`src/rtl/dbus_req_ctrl_if.sv`:
```
// Data bus types and the interface that carries them.
//   dbus_pkg        : access size encoding, request and response structs.
//   dbus_req_ctrl_if: dreq (request, master -> slave) and
//                     dresp (response, slave -> master).
//   master modport  : drives dreq, samples dresp (used by dbus_req_ctrl).
//   slave modport   : samples dreq, drives dresp (memory side / bench).
package dbus_pkg;

  typedef enum logic [2:0] {
    MSIZE1 = 3'd0,
    MSIZE2 = 3'd1,
    MSIZE4 = 3'd2,
    MSIZE8 = 3'd3
  } msize_t;

  typedef struct packed {
    logic        valid;
    logic [63:0] addr;
    msize_t      size;
    logic [7:0]  strobe;
    logic [63:0] data;
  } dbus_req_t;

  typedef struct packed {
    logic        addr_ok;
    logic        data_ok;
    logic [63:0] data;
  } dbus_resp_t;

endpackage

interface dbus_req_ctrl_if;
  import dbus_pkg::*;

  dbus_req_t  dreq;
  dbus_resp_t dresp;

  modport master (output dreq, input dresp);
  modport slave  (input dreq, output dresp);
endinterface

```
`src/rtl/dbus_req_ctrl.sv`:
```
// Memory-stage data bus request controller.
// Turns a load/store from the memory stage into one data bus transaction,
// holds the request stable until data_ok, then reports completion with a
// one-cycle resp_valid pulse and the extended load result.
// Ports:
//   clk, reset_n            : clock and asynchronous active-low reset
//   op_valid, memRead,
//   memWrite, funct3,
//   memAddr, writeData      : operation presented by the memory stage
//   flush                   : discard the current operation's result
//   stall                   : hold the memory stage
//   resp_valid, readData    : completion pulse and load result
//   misalign                : misaligned / illegal access, not issued
//   dbus (master)           : dreq out, dresp in
//
// state | meaning
// IDLE  | waiting for an operation; starts or rejects it
// REQ   | dreq.valid high, request held until dresp.data_ok
// DONE  | one-cycle completion; resp_valid unless the result was dropped
module dbus_req_ctrl
  import dbus_pkg::*;
#(
  parameter bit ALIGN_CHECK = 1'b1
) (
  input  logic        clk,
  input  logic        reset_n,
  input  logic        op_valid,
  input  logic        memRead,
  input  logic        memWrite,
  input  logic [2:0]  funct3,
  input  logic [63:0] memAddr,
  input  logic [63:0] writeData,
  input  logic        flush,
  output logic        stall,
  output logic        resp_valid,
  output logic [63:0] readData,
  output logic        misalign,
  dbus_req_ctrl_if.master dbus
);

  typedef enum logic [1:0] {
    S_IDLE = 2'd0,
    S_REQ  = 2'd1,
    S_DONE = 2'd2
  } state_t;

  state_t      state_q, state_d;
  logic [63:0] addr_q, addr_d;
  logic [2:0]  f3_q, f3_d;
  logic        load_q, load_d;
  msize_t      size_q, size_d;
  logic [7:0]  strobe_q, strobe_d;
  logic [63:0] wdata_q, wdata_d;
  logic        drop_q, drop_d;
  logic [63:0] rdata_q, rdata_d;

  // addr_ok only matters for pipelined buses; this controller waits for data_ok.
  logic unused_addr_ok;
  assign unused_addr_ok = dbus.dresp.addr_ok;

  // Decode of the operation presented in IDLE.
  logic        start_req;
  logic        is_load;
  logic        mis_addr;
  logic        mis;
  msize_t      size_in;
  logic [7:0]  strb_mask;
  logic [63:0] wmask;

  always_comb begin
    mis_addr  = 1'b0;
    size_in   = MSIZE1;
    strb_mask = 8'h01;
    wmask     = 64'h0000_0000_0000_00FF;
    case (funct3[1:0])
      2'b00: begin
        mis_addr  = 1'b0;
        size_in   = MSIZE1;
        strb_mask = 8'h01;
        wmask     = 64'h0000_0000_0000_00FF;
      end
      2'b01: begin
        mis_addr  = memAddr[0];
        size_in   = MSIZE2;
        strb_mask = 8'h03;
        wmask     = 64'h0000_0000_0000_FFFF;
      end
      2'b10: begin
        mis_addr  = |memAddr[1:0];
        size_in   = MSIZE4;
        strb_mask = 8'h0F;
        wmask     = 64'h0000_0000_FFFF_FFFF;
      end
      default: begin
        mis_addr  = |memAddr[2:0];
        size_in   = MSIZE8;
        strb_mask = 8'hFF;
        wmask     = 64'hFFFF_FFFF_FFFF_FFFF;
      end
    endcase
  end

  // A load wins when both direction bits are set; an "unsigned" store is
  // illegal and is rejected like a misaligned access whatever ALIGN_CHECK says.
  assign start_req = op_valid & ~flush & (memRead | memWrite);
  assign is_load   = memRead;
  assign mis       = (~is_load & funct3[2]) | (ALIGN_CHECK & mis_addr);

  // Load result: pick the lane from the latched address, then extend.
  logic [63:0] lane;
  logic [63:0] load_ext;

  always_comb begin
    lane     = dbus.dresp.data >> {addr_q[2:0], 3'b000};
    load_ext = lane;
    case (f3_q[1:0])
      2'b00:   load_ext = f3_q[2] ? {56'd0, lane[7:0]}  : {{56{lane[7]}},  lane[7:0]};
      2'b01:   load_ext = f3_q[2] ? {48'd0, lane[15:0]} : {{48{lane[15]}}, lane[15:0]};
      2'b10:   load_ext = f3_q[2] ? {32'd0, lane[31:0]} : {{32{lane[31]}}, lane[31:0]};
      default: load_ext = lane;
    endcase
  end

  always_ff @(posedge clk or negedge reset_n) begin
    if (!reset_n) begin
      state_q  <= S_IDLE;
      addr_q   <= '0;
      f3_q     <= '0;
      load_q   <= 1'b0;
      size_q   <= MSIZE1;
      strobe_q <= '0;
      wdata_q  <= '0;
      drop_q   <= 1'b0;
      rdata_q  <= '0;
    end else begin
      state_q  <= state_d;
      addr_q   <= addr_d;
      f3_q     <= f3_d;
      load_q   <= load_d;
      size_q   <= size_d;
      strobe_q <= strobe_d;
      wdata_q  <= wdata_d;
      drop_q   <= drop_d;
      rdata_q  <= rdata_d;
    end
  end

  always_comb begin
    state_d    = state_q;
    addr_d     = addr_q;
    f3_d       = f3_q;
    load_d     = load_q;
    size_d     = size_q;
    strobe_d   = strobe_q;
    wdata_d    = wdata_q;
    drop_d     = drop_q;
    rdata_d    = rdata_q;
    stall      = 1'b0;
    misalign   = 1'b0;
    resp_valid = 1'b0;
    readData   = '0;

    case (state_q)
      S_IDLE: begin
        drop_d = 1'b0;
        if (start_req) begin
          if (mis) begin
            misalign = 1'b1;
          end else begin
            stall    = 1'b1;
            state_d  = S_REQ;
            addr_d   = memAddr;
            f3_d     = funct3;
            load_d   = is_load;
            size_d   = size_in;
            strobe_d = is_load ? 8'h00 : (strb_mask << memAddr[2:0]);
            wdata_d  = is_load ? 64'd0 : ((writeData & wmask) << {memAddr[2:0], 3'b000});
          end
        end
      end

      S_REQ: begin
        // A flush releases the pipeline but the bus transaction still runs
        // to completion; only its result is thrown away.
        if (flush) drop_d = 1'b1;
        else       stall  = 1'b1;
        if (dbus.dresp.data_ok) begin
          rdata_d = load_q ? load_ext : 64'd0;
          state_d = S_DONE;
        end
      end

      S_DONE: begin
        if (!drop_q && !flush) begin
          resp_valid = 1'b1;
          readData   = rdata_q;
        end
        state_d = S_IDLE;
      end

      default: state_d = S_IDLE;
    endcase
  end

  dbus_req_t req;

  always_comb begin
    req        = '0;
    req.valid  = (state_q == S_REQ);
    req.addr   = addr_q;
    req.size   = size_q;
    req.strobe = strobe_q;
    req.data   = wdata_q;
  end

  assign dbus.dreq = req;

endmodule

```
`src/flat_wrapper.sv`:
```
// flat-port wrapper written by rule: the top's interface ports become plain ports
module dbus_req_ctrl_flat import dbus_pkg::*;
#(
  parameter bit ALIGN_CHECK = 1'b1
)
  (clk, reset_n, op_valid, memRead, memWrite, funct3, memAddr, writeData, flush, stall, resp_valid, readData, misalign, dbus_dreq, dbus_dresp);
  dbus_req_ctrl_if dbus_i ();
  input  logic clk;
  input  logic reset_n;
  input  logic op_valid;
  input  logic memRead;
  input  logic memWrite;
  input  logic [2:0] funct3;
  input  logic [63:0] memAddr;
  input  logic [63:0] writeData;
  input  logic flush;
  output logic stall;
  output logic resp_valid;
  output logic [63:0] readData;
  output logic misalign;
  output wire logic [$bits(dbus_i.dreq)-1:0] dbus_dreq;
  input wire logic [$bits(dbus_i.dresp)-1:0] dbus_dresp;
  assign dbus_dreq = dbus_i.dreq;
  assign dbus_i.dresp = dbus_dresp;
  dbus_req_ctrl #(.ALIGN_CHECK(ALIGN_CHECK)) u_core (.clk(clk), .reset_n(reset_n), .op_valid(op_valid), .memRead(memRead), .memWrite(memWrite), .funct3(funct3), .memAddr(memAddr), .writeData(writeData), .flush(flush), .stall(stall), .resp_valid(resp_valid), .readData(readData), .misalign(misalign), .dbus(dbus_i));
endmodule
```
`config.mk`:
```
export PLATFORM = sky130hd
export DESIGN_NAME = dbus_req_ctrl_flat
export DESIGN_NICKNAME = d
export VERILOG_FILES = /design/src/rtl/dbus_req_ctrl_if.sv /design/src/rtl/dbus_req_ctrl.sv /design/src/flat_wrapper.sv
export SDC_FILE = /design/constraint.sdc
export NUM_CORES = 1
export LEC_CHECK = 0
export ABC_AREA = 1
export CAP_MARGIN = 5
export CORE_UTILIZATION = 47
export CTS_CLUSTER_DIAMETER = 50
export CTS_CLUSTER_SIZE = 28
export DETAILED_ROUTE_END_ITERATION = 10
export GPL_TIMING_DRIVEN = 0
export PLACE_DENSITY = 0.79
export SLEW_MARGIN = 30
export SYNTH_ARGS = -nofsm -noshare
export SYNTH_HDL_FRONTEND = slang
export SYNTH_SLANG_ARGS = --single-unit
export TNS_END_PERCENT = 5
```
`constraint.sdc`:
```
create_clock -name clk -period 3.3 [get_ports clk]
set_clock_uncertainty 0.05 [all_clocks]
set_input_delay 0.99 -clock clk [delete_from_list [all_inputs] [get_ports clk]]
set_output_delay 0.99 -clock clk [all_outputs]
set_load 0.02 [all_outputs]
```
* Word-level counts from Yosys, hierarchy flattened
Index checks and enable logic that the tools add are counted.
** Storage, ports and cells
- Flip-flop bits (word level) :: 210
- Bits of input ports :: 203
- Output and inout bits :: 207
- Logic and storage cells :: 72
** Cells by class
- Equality and inequality tests :: 10
- Shifts and indexed selects :: 3
- Multiplexer cells :: 28
- Bitwise gates (word level) :: 9
- Reduce and logical (&&, ||, !) cells :: 13
** Operator list (number)
- two-way mux 64 bit :: 7
- one-hot mux 64 bit (3 select lines) :: 2
- bitwise AND 64 bit :: 1
- << shifter 64 x 6 -> 64 bit :: 1
- >> shifter 64 x 6 -> 64 bit :: 1
- one-hot mux 8 bit (3 select lines) :: 1
- two-way mux 1 bit :: 9
- two-way mux 8 bit :: 1
- << shifter 8 x 3 -> 8 bit :: 1
- equality test 2 x 1 -> 1 bit (second input constant) :: 3
- equality test 2 bit (second input constant) :: 3
- logical NOT 2 bit :: 3
- two-way mux 2 bit :: 3
- one-hot mux 2 bit (3 select lines) :: 1
- AND reduction 3 bit :: 2
- != test 2 x 1 -> 1 bit (second input constant) :: 2
- != test 2 bit (second input constant) :: 2
- one-hot mux 1 bit (2 select lines) :: 2
- one-hot mux 2 bit (2 select lines) :: 1
- AND reduction 2 bit :: 2
- bitwise AND 1 bit :: 3
- inverter 1 bit :: 3
- one-hot mux 1 bit (3 select lines) :: 1
- OR reduction 3 bit :: 1
- other kinds (5) :: 7

* Longest topological paths before layout
Gate-level depths: netlist of the first run.
- Depth in word-level cells :: 6
- Depth in mapped cells :: 14
- Gate-level depth less buffers :: 11

* Worst setup path before layout of the first run
No wires, ideal clock.
- Path type :: input port to output port
- From :: in memAddr[1]
- To :: out stall
- Data arrival time :: 2.299 ns
- Required time :: 2.260 ns
- Slack :: -0.039 ns
- Cell stages on the path :: 9
- Buffers on the path :: 4
- Path through :: buf_4 nor2_2 buf_4 nand3_1 o211ai_2 nand3_4 buf_2 buf_2 o21ai_0
** On the way
- Longest elaborated chain between the ends :: 6
- Elaborated cells on any way between the ends :: 7
- Classes of those cells :: mux (4); bitwise (1); reduce/logical (2)
** Ends and longest elaborated chain
- start: declaration :: RTL line flat_wrapper.sv:14 : input logic [63:0] memAddr;
- OR reduction 3 bit or OR reduction 2 bit (tied branches) :: RTL line dbus_req_ctrl.sv:95, dbus_req_ctrl.sv:89
- one-hot mux 1 bit (3 select lines) (*) :: RTL line dbus_req_ctrl.sv:75 : case (funct3[1:0])
- OR 1 bit (*) :: RTL line dbus_req_ctrl.sv:107 : assign mis = (~is_load & funct3[2]) | (ALIGN_CHECK & mis_addr);
- two-way mux 1 bit (*) :: RTL line dbus_req_ctrl.sv:167 : if (mis) begin
- two-way mux 1 bit (*) :: RTL line dbus_req_ctrl.sv:166 : if (start_req) begin
- one-hot mux 1 bit (2 select lines) (*) :: RTL line dbus_req_ctrl.sv:163 : case (state_q)
- end: declaration :: RTL line flat_wrapper.sv:17 : output logic stall;
Every way passes the cells marked *; elsewhere a longest branch is shown, timed or not.

* Final worst setup path of the first run
- From :: in flush
- To :: out resp_valid
** On the way
- Longest elaborated chain between the ends :: 4
** Ends and longest elaborated chain
- start: declaration :: RTL line flat_wrapper.sv:16 : input logic flush;
- logical NOT 1 bit :: RTL line dbus_req_ctrl.sv:194 : if (!drop_q && !flush) begin
- logical AND 1 bit :: RTL line dbus_req_ctrl.sv:194
- two-way mux 1 bit :: RTL line dbus_req_ctrl.sv:194
- two-way mux 1 bit :: RTL line dbus_req_ctrl.sv:163
- end: declaration :: RTL line flat_wrapper.sv:18 : output logic resp_valid;
Every way passes these cells.

==> flow_metrics.tcl, run 1 <==
set metrics [dict create \
    grtUsageTotal_pct 40.5 \
    ys_types 35 \
    numCtsBuffers 24 \
    worstMarginPinSlew_ns 0.725 \
    cap_violations 0 \
    grt_pass1_wl_um 80900 \
    initial_core_util_pct 48.2 \
    finalCritPeriodShare_pct 100 \
    status "finished, violations left" \
    reg2reg_depth 8 \
    cp.required_ns 2.26 \
    switching_share_pct 41.3 \
    die_h_um 163 \
    hold_path_class "in -> async" \
    r2r-end "u_core.rdata_q[57]" \
    setup_viol 1 \
    cts_root_buf "clkbuf_16" \
    cts.sinks 209 \
    power_mw 11.1 \
    crit_fanout 10 \
    synth_top_area_share_pct 43.0 \
    grt_max_degree 73 \
    max-vdd-ir-drop_v 0.000491 \
    synthTopCellsByArea "dfrtp_1 (43%), nand2_1 (24%), nand3_1 (6.1%), o21ai_0 (6.0%), nor2_1 (3.7%)" \
    intPower_mw 6.51 \
    fin_ws_ns -0.00656 \
    via_per_inst 5.70 \
    postRouteAntennaNets 0 \
    hold_viol 0 \
    first_iter_violations 1548 \
    antenna_found_initial 0 \
    vias 14800 \
    routed_wl_um 54800 \
    grt_remaining_overflow 0 \
    critPathArrivalTime_ns 2.27 \
    syn2layout_area_growth_pct 43.5 \
    ios 410 \
    wire_per_inst_um 21.1 \
    p_sw_mw 4.58 \
    drc 0 \
    rr_startpoint "u_core.state_q[1]" \
    finalCriticalPeriod_ns 3.31 \
    netlist_area_um2 12200 \
    grt_pass1_vias 14300 \
    synth_top_area_cell "dfrtp_1" \
    pwr-share-comb_pct 41.5 \
    dieArea_um2 26500 \
    whs_ns 0.362 \
    syn-num-nets 2013 \
    final_cell_mix "nand2_1 (787), clkdlybuf4s50_1 (333), dfrtp_1 (209), nand3_1 (148), o21ai_0 (145)" \
    num_rows 58 \
    synth-seq-cells 209 \
    power_density_nw_per_um2 636 \
    io_buffers 406 \
    leakage_nw 8.65 \
    clk_latency_ns 0.52 \
    dp_hpwl_um 42000 \
    fmax_ghz 0.302 \
    crit_type "in -> out" \
    tritoncts "done" \
    cp-end-kind "output port" \
    postSynthAreaPerCell_um2 6.72 \
    core_um2 25300 \
    p_clk_share_pct 25.2 \
    fin_nets 2452 \
    fin_area_um2 17500 \
    violations "negative setup slack" \
    ys_seq_area_share_pct 43.0 \
    seqPwrFrac_pct 33.3 \
    dpl-instance-area_um2 16700 \
    fp.dieW_um 163 \
    dr.pass1.iters 6 \
    rsz0062_at_grt "true" \
    synth_cells 1810 \
    final_common_cell "nand2_1" \
    ys.warnings.count 0 \
    r2r_slack_ns 0.90 \
    slew_viol_final 0 \
    final.setup.tns_ns -0.00656 \
    clkTransAtPathRegs_ns 0.08 \
    maxSlewHeadroom_pct 51.5 \
    h-tree-depth 1 \
    clockBufferDepth 3 \
    post-route-util_pct 69.1 \
    place_congestion 1.06 \
    critPathLaunchType "input port" \
    drive_gt1_share_pct 9.09 \
]
what timing repair did:
item                                    in CTS  in global routing
hold buffers                                 0                  0
resized for setup                          268                 30
cloned                                       1                  0
hold endpoints to repair                     0                  0
endpoints found under the setup margin      67                 30
buffers inserted                             2                  4
pin swaps                                    2                  0
logic make-up after synthesis:
logic type / share of synthesized area, %
AND/OR/NAND/NOR: 35.6
buffers and inverters: 8.97
AO/OA/AOI/OAI: 11.8
other: 0.0308
flip-flops: 43.0
multiplexers: 0.576
worst max path at each step:
stage	from	end	slack [ns]
finish	flush	resp_valid	-0.007
floorplan	memAddr[1]	stall	0.08
global placement	reset_n	u_core.wdata_q[51]	-7.28
CTS	memAddr[2]	stall	0.02
detailed placement	funct3[0]	stall	-1.40
global route	flush	readData[53]	-0.04
critical path, stage by stage:
cell and delay, ns:
dlygate4sd2_1 0.29, nor2_2 0.14, nand2_2 0.13, clkbuf_8 0.20, buf_4 0.18, inv_1 0.07, clkdlybuf4s15_2 0.26
power by group through the flow:
stage          clock (mW)  sequential, mW  combinational [mW]
6_report             2.80            3.69                4.60
5_1_grt              2.91            3.75                4.93
4_1_cts              2.81            3.67                4.53
3_5_place_dp            0            3.69                4.47
3_3_place_gp            0            3.67                4.40
2_1_floorplan           0            4.04                2.06
metrics by stage:
step                instances  setup slack [ns]
floorplan                1810            0.0789
global placement         2546             -7.28
detailed placement       2548             -1.40
CTS                      2593            0.0168
global route             2597           -0.0360
finish                   2599          -0.00656
cells in the mapped netlist:
cell type / instances
nor2_1: 121
inv_1: 115
nand4_1: 8
a22oi_1: 1
o21a_1: 6
o22ai_1: 3
nor2_8: 1
buf_1: 11
nand2_1: 789
nand3_4: 1
nand2_2: 1
buf_6: 6
conb_1: 1
o211ai_2: 1
o21ai_0: 146
nor2_4: 1
buf_4: 12
nand3_1: 148
a31oi_1: 6
a21oi_1: 35
o21ai_1: 26
clkbuf_1: 59
nor3_1: 2
mux2i_1: 7
inv_2: 7
nor2_2: 2
nand2_4: 2
clkinv_1: 2
buf_2: 41
o211ai_1: 27
dfrtp_1: 209
o31ai_1: 1
a22o_1: 1
or2_2: 4
o311ai_0: 7
layer usage:
layer  up-vias  GRT usage [%]  routed length, um
met5         -              0                  0
met4         0           21.6               3100
met3       189           7.66               5160
met2       973           69.3              26400
met1      7017           48.0              20100
li1       6624              -                  -
layout make-up:
cell class              instances  area [um^2]
diodes                          2         5.00
plain buffers                 127          649
clock buffers                  26          628
clock inverters                18          219
fillers                      2082         7800
inverters                     124          468
multi-input cells            1348         5880
flip-flops and latches        209         5230
well taps                     330          413
repair buffers                415         3960
flip-flops by register name, indices dropped and copies added, names as in the netlist:
| register | cells |
|---|---|
| u_core.addr_q | 64 |
| u_core.rdata_q | 64 |
| u_core.wdata_q | 64 |
| u_core.strobe_q | 8 |
| u_core.f3_q | 3 |
| u_core.size_q | 2 |
| u_core.state_q | 2 |
| u_core.drop_q | 1 |
| u_core.load_q | 1 |
(Power assumes the default switching activity.)
==> run 2, diff against run 1 <==
Settings changed: PLACE_DENSITY 0.79 to 0.84, TNS_END_PERCENT 5 to not set.
==> run 2 against run 1 <==
Against the previous run:
- the flow now finishes without violations
- first-iteration DRC count is 12% higher
- cell count is 0.15% lower
- largest cell class unchanged
- sequential power is essentially flat
- design area down 0.75%
- worst hold slack lost 0.088 ns
- register-to-register slack got worse by 0.09 ns
- sequential share of layout area grew 0.23 points
- die area did not move
- setup slack gained 0.020 ns
- via count increased by 0.98%
- global-route usage grew 3.1 points
==> flow_metrics.tcl, run 2 (synthesis results as in run 1) <==
set metrics [dict create \
    status "finished clean" \
    ios 410 \
    cap_violations 0 \
    wire_per_inst_um 22.5 \
    crit_fanout 10 \
    pwr-share-comb_pct 42.1 \
    max-vdd-ir-drop_v 0.000525 \
    place_congestion 1.05 \
    core_um2 25300 \
    drive_gt1_share_pct 8.83 \
    highest_layer "met4" \
    num_rows 58 \
    fmax_ghz 0.304 \
    largestRegisters "u_core.addr_q (64), u_core.rdata_q (64), u_core.wdata_q (64)" \
    cp.required_ns 2.26 \
    hold_path_class "in -> async" \
    drc 0 \
    maxSlewHeadroom_pct 43.8 \
    final_common_cell "nand2_1" \
    first_iter_violations 1740 \
    path_delay_family "buffers and inverters" \
    dp.cells 2548 \
    dp_hpwl_um 44400 \
    switching_share_pct 41.7 \
    worstMarginPinSlew_ns 0.837 \
    p_clk_share_pct 24.8 \
    via_per_inst 5.76 \
    slowest_delay_ns 0.28 \
    crit_type "in -> out" \
    fin_nets 2450 \
    antenna_found_initial 0 \
    cts_root_buf "clkbuf_16" \
    cts.sinks 209 \
    finalCriticalPeriod_ns 3.29 \
    path_cells "dlygate4sd2_1, nor2_2, nand2_1, buf_8, buf_2, nor2_1, buf_4" \
    vias 14900 \
    clockBufferDepth 3 \
    dr.pass1.iters 6 \
    clk_latency_ns 0.53 \
    initial_core_util_pct 48.2 \
    grt_remaining_overflow 0 \
    clkTransAtPathRegs_ns 0.07 \
    cp_num_buf_inv 4 \
    final_cell_mix "nand2_1 (788), clkdlybuf4s50_1 (333), dfrtp_1 (209), nand3_1 (148), o21ai_0 (145)" \
    power_density_nw_per_um2 647 \
    p_sw_mw 4.68 \
    die_h_um 163 \
    hold_viol 0 \
    h-tree-depth 1 \
    grt_pass1_wl_um 85800 \
    met2_length_um 27900 \
    dieArea_um2 26500 \
    setup_viol 0 \
    met1_length_um 20200 \
    cp-end-kind "output port" \
    critPathLaunchType "input port" \
    whs_ns 0.275 \
    cp_slowest_cell "dlygate4sd2_1" \
    slew_viol_final 0 \
    io_buffers 406 \
    postRouteAntennaNets 0 \
    finalCritPeriodShare_pct 99.6 \
    critPathArrivalTime_ns 2.25 \
    fin_cells 2595 \
    grtUsageTotal_pct 43.6 \
    intPower_mw 6.54 \
    grt_pass1_vias 15000 \
    numCtsBuffers 24 \
    dpl-instance-area_um2 16700 \
    syn2layout_area_growth_pct 42.4 \
    tritoncts "done" \
    fin_area_um2 17300 \
    fp.dieW_um 163 \
    grt_max_degree 87 \
    routed_wl_um 58300 \
    leakage_nw 8.63 \
    seqPwrFrac_pct 33.1 \
    wl_met3_um 5810 \
    antennaDiodeCount 0 \
]
-- run 2: worst reg2reg max path, stage by stage (launching register included) --
cell and delay (ns):
dfrtp_1 0.41, inv_1 0.17, clkbuf_1 0.35, buf_1 0.59, o21ai_0 0.42, o21ai_0 0.30, nand3_1 0.10, nand2_1 0.07
-- run 2: area by class of cell --
type / instances / area, um^2
Multi-Input combinational cell: 1348 / 5860
Clock buffer: 27 / 622
Clock inverter: 17 / 195
Fill cell: 1984 / 7930
Inverter: 124 / 465
Sequential cell: 209 / 5230
Timing Repair Buffer: 413 / 3880
Tap cell: 330 / 413
Buffer: 127 / 651
-- run 2: metrics by stage --
stage	setup WS (ns)	TNS, ns	util [%]	power, mW
global placement	-7.31	-1590.02	65.9	8.13
finish	0.0134	0	68.6	11.2
global route	-0.00228	-0.00726	68.6	11.7
CTS	0.00406	0	68.7	11.1
detailed placement	-1.42	-72.46	66.1	8.26
floorplan	0.0789	0	-	6.10
-- run 2: layer usage --
| layer | up-vias | GRT usage, % |
|---|---|---|
| li1 | 6605 | - |
| met1 | 6976 | 48.5 |
| met2 | 1077 | 73.5 |
| met3 | 290 | 10.6 |
| met4 | 0 | 29.9 |
| met5 | - | 0 |
-- run 2: power groups by stage --
stage          clock network [mW]  logic [mW]  registers (mW)
2_1_floorplan                   0        2.06            4.04
5_1_grt                      2.89        5.04            3.76
3_5_place_dp                    0        4.56            3.70
3_3_place_gp                    0        4.47            3.66
6_report                     2.78        4.72            3.71
4_1_cts                      2.76        4.63            3.68
-- run 2: path summary, 6_finish.rpt --
kind	start	end	slack (ns)	depth (start not counted)
worst max-delay path	flush	readData[16]	0.01	7
worst min-delay path	reset_n	u_core.rdata_q[56]	0.27	1
worst max register to register	u_core.addr_q[1]	u_core.rdata_q[32]	0.81	7
worst min register to register	u_core.addr_q[8]	u_core.addr_q[8]	0.43	2
max in group asynchronous	reset_n	u_core.wdata_q[42]	1.77	3
min in group clk	u_core.addr_q[8]	u_core.addr_q[8]	0.43	2
-- run 2: what timing repair did --
item / CTS / global route
hold buffers: 0 / 0
setup endpoints to repair: 67 / 36
gates resized for setup: 248 / 27
setup buffers: 4 / 1
pin swaps: 2 / 0
==> run 3, diff against run 2 <==
Settings changed: SLEW_MARGIN 30 to 20.
==> run 3 against run 2 <==
Against the previous run:
- non-clock buffer count stayed put
- first-iteration DRC count is 2.5% higher
- wire length is 0.63% higher
- via count is 0.13% lower
- clock-buffer cell count is 2 lower
- sequential share of layout area is 0.089 points lower
- core utilization is 0.20 points higher
==> flow_metrics.tcl, run 3 (synthesis results as in run 1) <==
set metrics [dict create \
    status "finished clean" \
    max-vdd-ir-drop_v 0.000565 \
    die_h_um 163 \
    cts_root_buf "clkbuf_16" \
    drc 0 \
    grt_pass1_wl_um 86200 \
    antennaDiodeCount 0 \
    syn2layout_area_growth_pct 42.8 \
    slowest_delay_ns 0.28 \
    power_density_nw_per_um2 652 \
    largestRegisters "u_core.addr_q (64), u_core.rdata_q (64), u_core.wdata_q (64)" \
    postRouteAntennaNets 0 \
    num_rows 58 \
    grtUsageTotal_pct 43.7 \
    dr.pass1.iters 6 \
    clockBufferDepth 3 \
    grt_max_degree 88 \
    path_cells "dlygate4sd2_1, nor2_2, nand2_1, clkbuf_8, clkbuf_4, nor2_1, buf_2" \
    vias 14900 \
    ctsHoldBuffers 0 \
    final_common_cell "nand2_1" \
    ios 410 \
    h-tree-depth 1 \
    cts.sinks 209 \
    dieArea_um2 26500 \
    grt_remaining_overflow 0 \
    rsz0062_at_grt "false" \
    crit_fanout 10 \
    hold_path_class "in -> async" \
    finalCritPeriodShare_pct 98.7 \
    slew_viol_final 0 \
    core_um2 25300 \
    place_congestion 1.05 \
    fmax_ghz 0.307 \
    reg2reg_depth 7 \
    worstMarginPinSlew_ns 0.902 \
    critPathLaunchType "input port" \
    crit_type "in -> out" \
    final_cell_mix "nand2_1 (788), clkdlybuf4s50_1 (332), dfrtp_1 (209), nand3_1 (148), o21ai_0 (145)" \
    finalCriticalPeriod_ns 3.26 \
    tritoncts "done" \
    numCtsBuffers 24 \
    routed_wl_um 58600 \
    r2r-end "u_core.rdata_q[32]" \
    cp.required_ns 2.26 \
    clkTransAtPathRegs_ns 0.08 \
    fin_nets 2450 \
    rr_startpoint "u_core.addr_q[1]" \
    io_buffers 406 \
    antenna_found_initial 0 \
    fp.dieW_um 163 \
    path_delay_family "buffers and inverters" \
    first_iter_violations 1784 \
    maxSlewHeadroom_pct 39.5 \
    setup_viol 0 \
    leakage_nw 8.67 \
    dpl-instance-area_um2 16700 \
    cap_violations 0 \
    drive_gt1_share_pct 8.61 \
    wire_per_inst_um 22.6 \
    critPathArrivalTime_ns 2.22 \
    dp_hpwl_um 44400 \
    n_fill_cell 2016 \
    cp_slowest_cell "dlygate4sd2_1" \
    clk_latency_ns 0.55 \
    fin_area_um2 17400 \
    via_per_inst 5.75 \
    hold_viol 0 \
    grt_pass1_vias 15100 \
    cp_num_buf_inv 4 \
    cp-end-kind "output port" \
    initial_core_util_pct 48.2 \
    power_mw 11.3 \
    r2r_slack_ns 0.74 \
]
run 3: cell types whose count changed in the layout (fill, tap and decap cells not counted), moves of 3 or more:
cell             before  now
buf_4                27   24
clkinv_2              3    0
clkbuf_2              8    3
clkinv_8              1    5
clkdlybuf4s15_1       5    2
clkinv_4              5    2
dlygate4sd2_1         8   17
run 3: metal layers:
layer  part of all wire, %  vias up  GRT usage, %  routed length (um)
met5                     0        -             0                   0
met4                   8.2        0          33.3                4780
met2                    47     1140          72.8               27800
met1                    35     6867          48.6               20300
met3                   9.8      300          9.75                5750
li1                      -     6622             -                   -
run 3: per-stage QoR:
stage	utilization, %	std cells	hold slack (ns)	setup TNS (ns)	setup slack [ns]
global route	68.8	2595	0.284	0	0.00129
finish	68.8	2595	0.270	0	0.0413
CTS	69.2	2592	0.279	0	0.0000946
global placement	65.9	2546	0.412	-1590.02	-7.31
detailed placement	66.1	2548	0.414	-71.18	-1.39
floorplan	-	1810	0.399	0	0.0789
run 3: how the worst max path moves through the flow:
stage | from | end | slack [ns] | depth (start not counted)
after CTS | flush | readData[38] | 0.00009 | 7
after detailed placement | funct3[0] | stall | -1.39 | 10
after global routing | flush | readData[28] | 0.001 | 7
after global placement | reset_n | u_core.wdata_q[51] | -7.31 | 1
after floorplan | memAddr[1] | stall | 0.08 | 9
final | flush | readData[25] | 0.04 | 7
run 3: timing repair:
item | in CTS | in global routing
setup buffers | 2 | 3
hold endpoints to repair | 0 | 0
resized for setup | 228 | 36
setup endpoints to repair | 67 | 32
pin swaps | 3 | 1
run 3: cell type report:
type	count	area, um^2	share of cell area [%]
Multi-Input combinational cell	1348	5860	33.7
Sequential cell	209	5230	30.1
Timing Repair Buffer	413	3890	22.4
Buffer	127	656	3.77
Clock buffer	25	604	3.48
Inverter	124	465	2.68
Tap cell	330	413	2.38
Clock inverter	19	253	1.45
run 3: report_power, final:
group	total (mW)	switching, mW	internal (mW)
sequential	3.71	0.432	3.28
clock	2.88	1.36	1.52
combinational	4.73	3.03	1.70
total	11.3	4.82	6.50
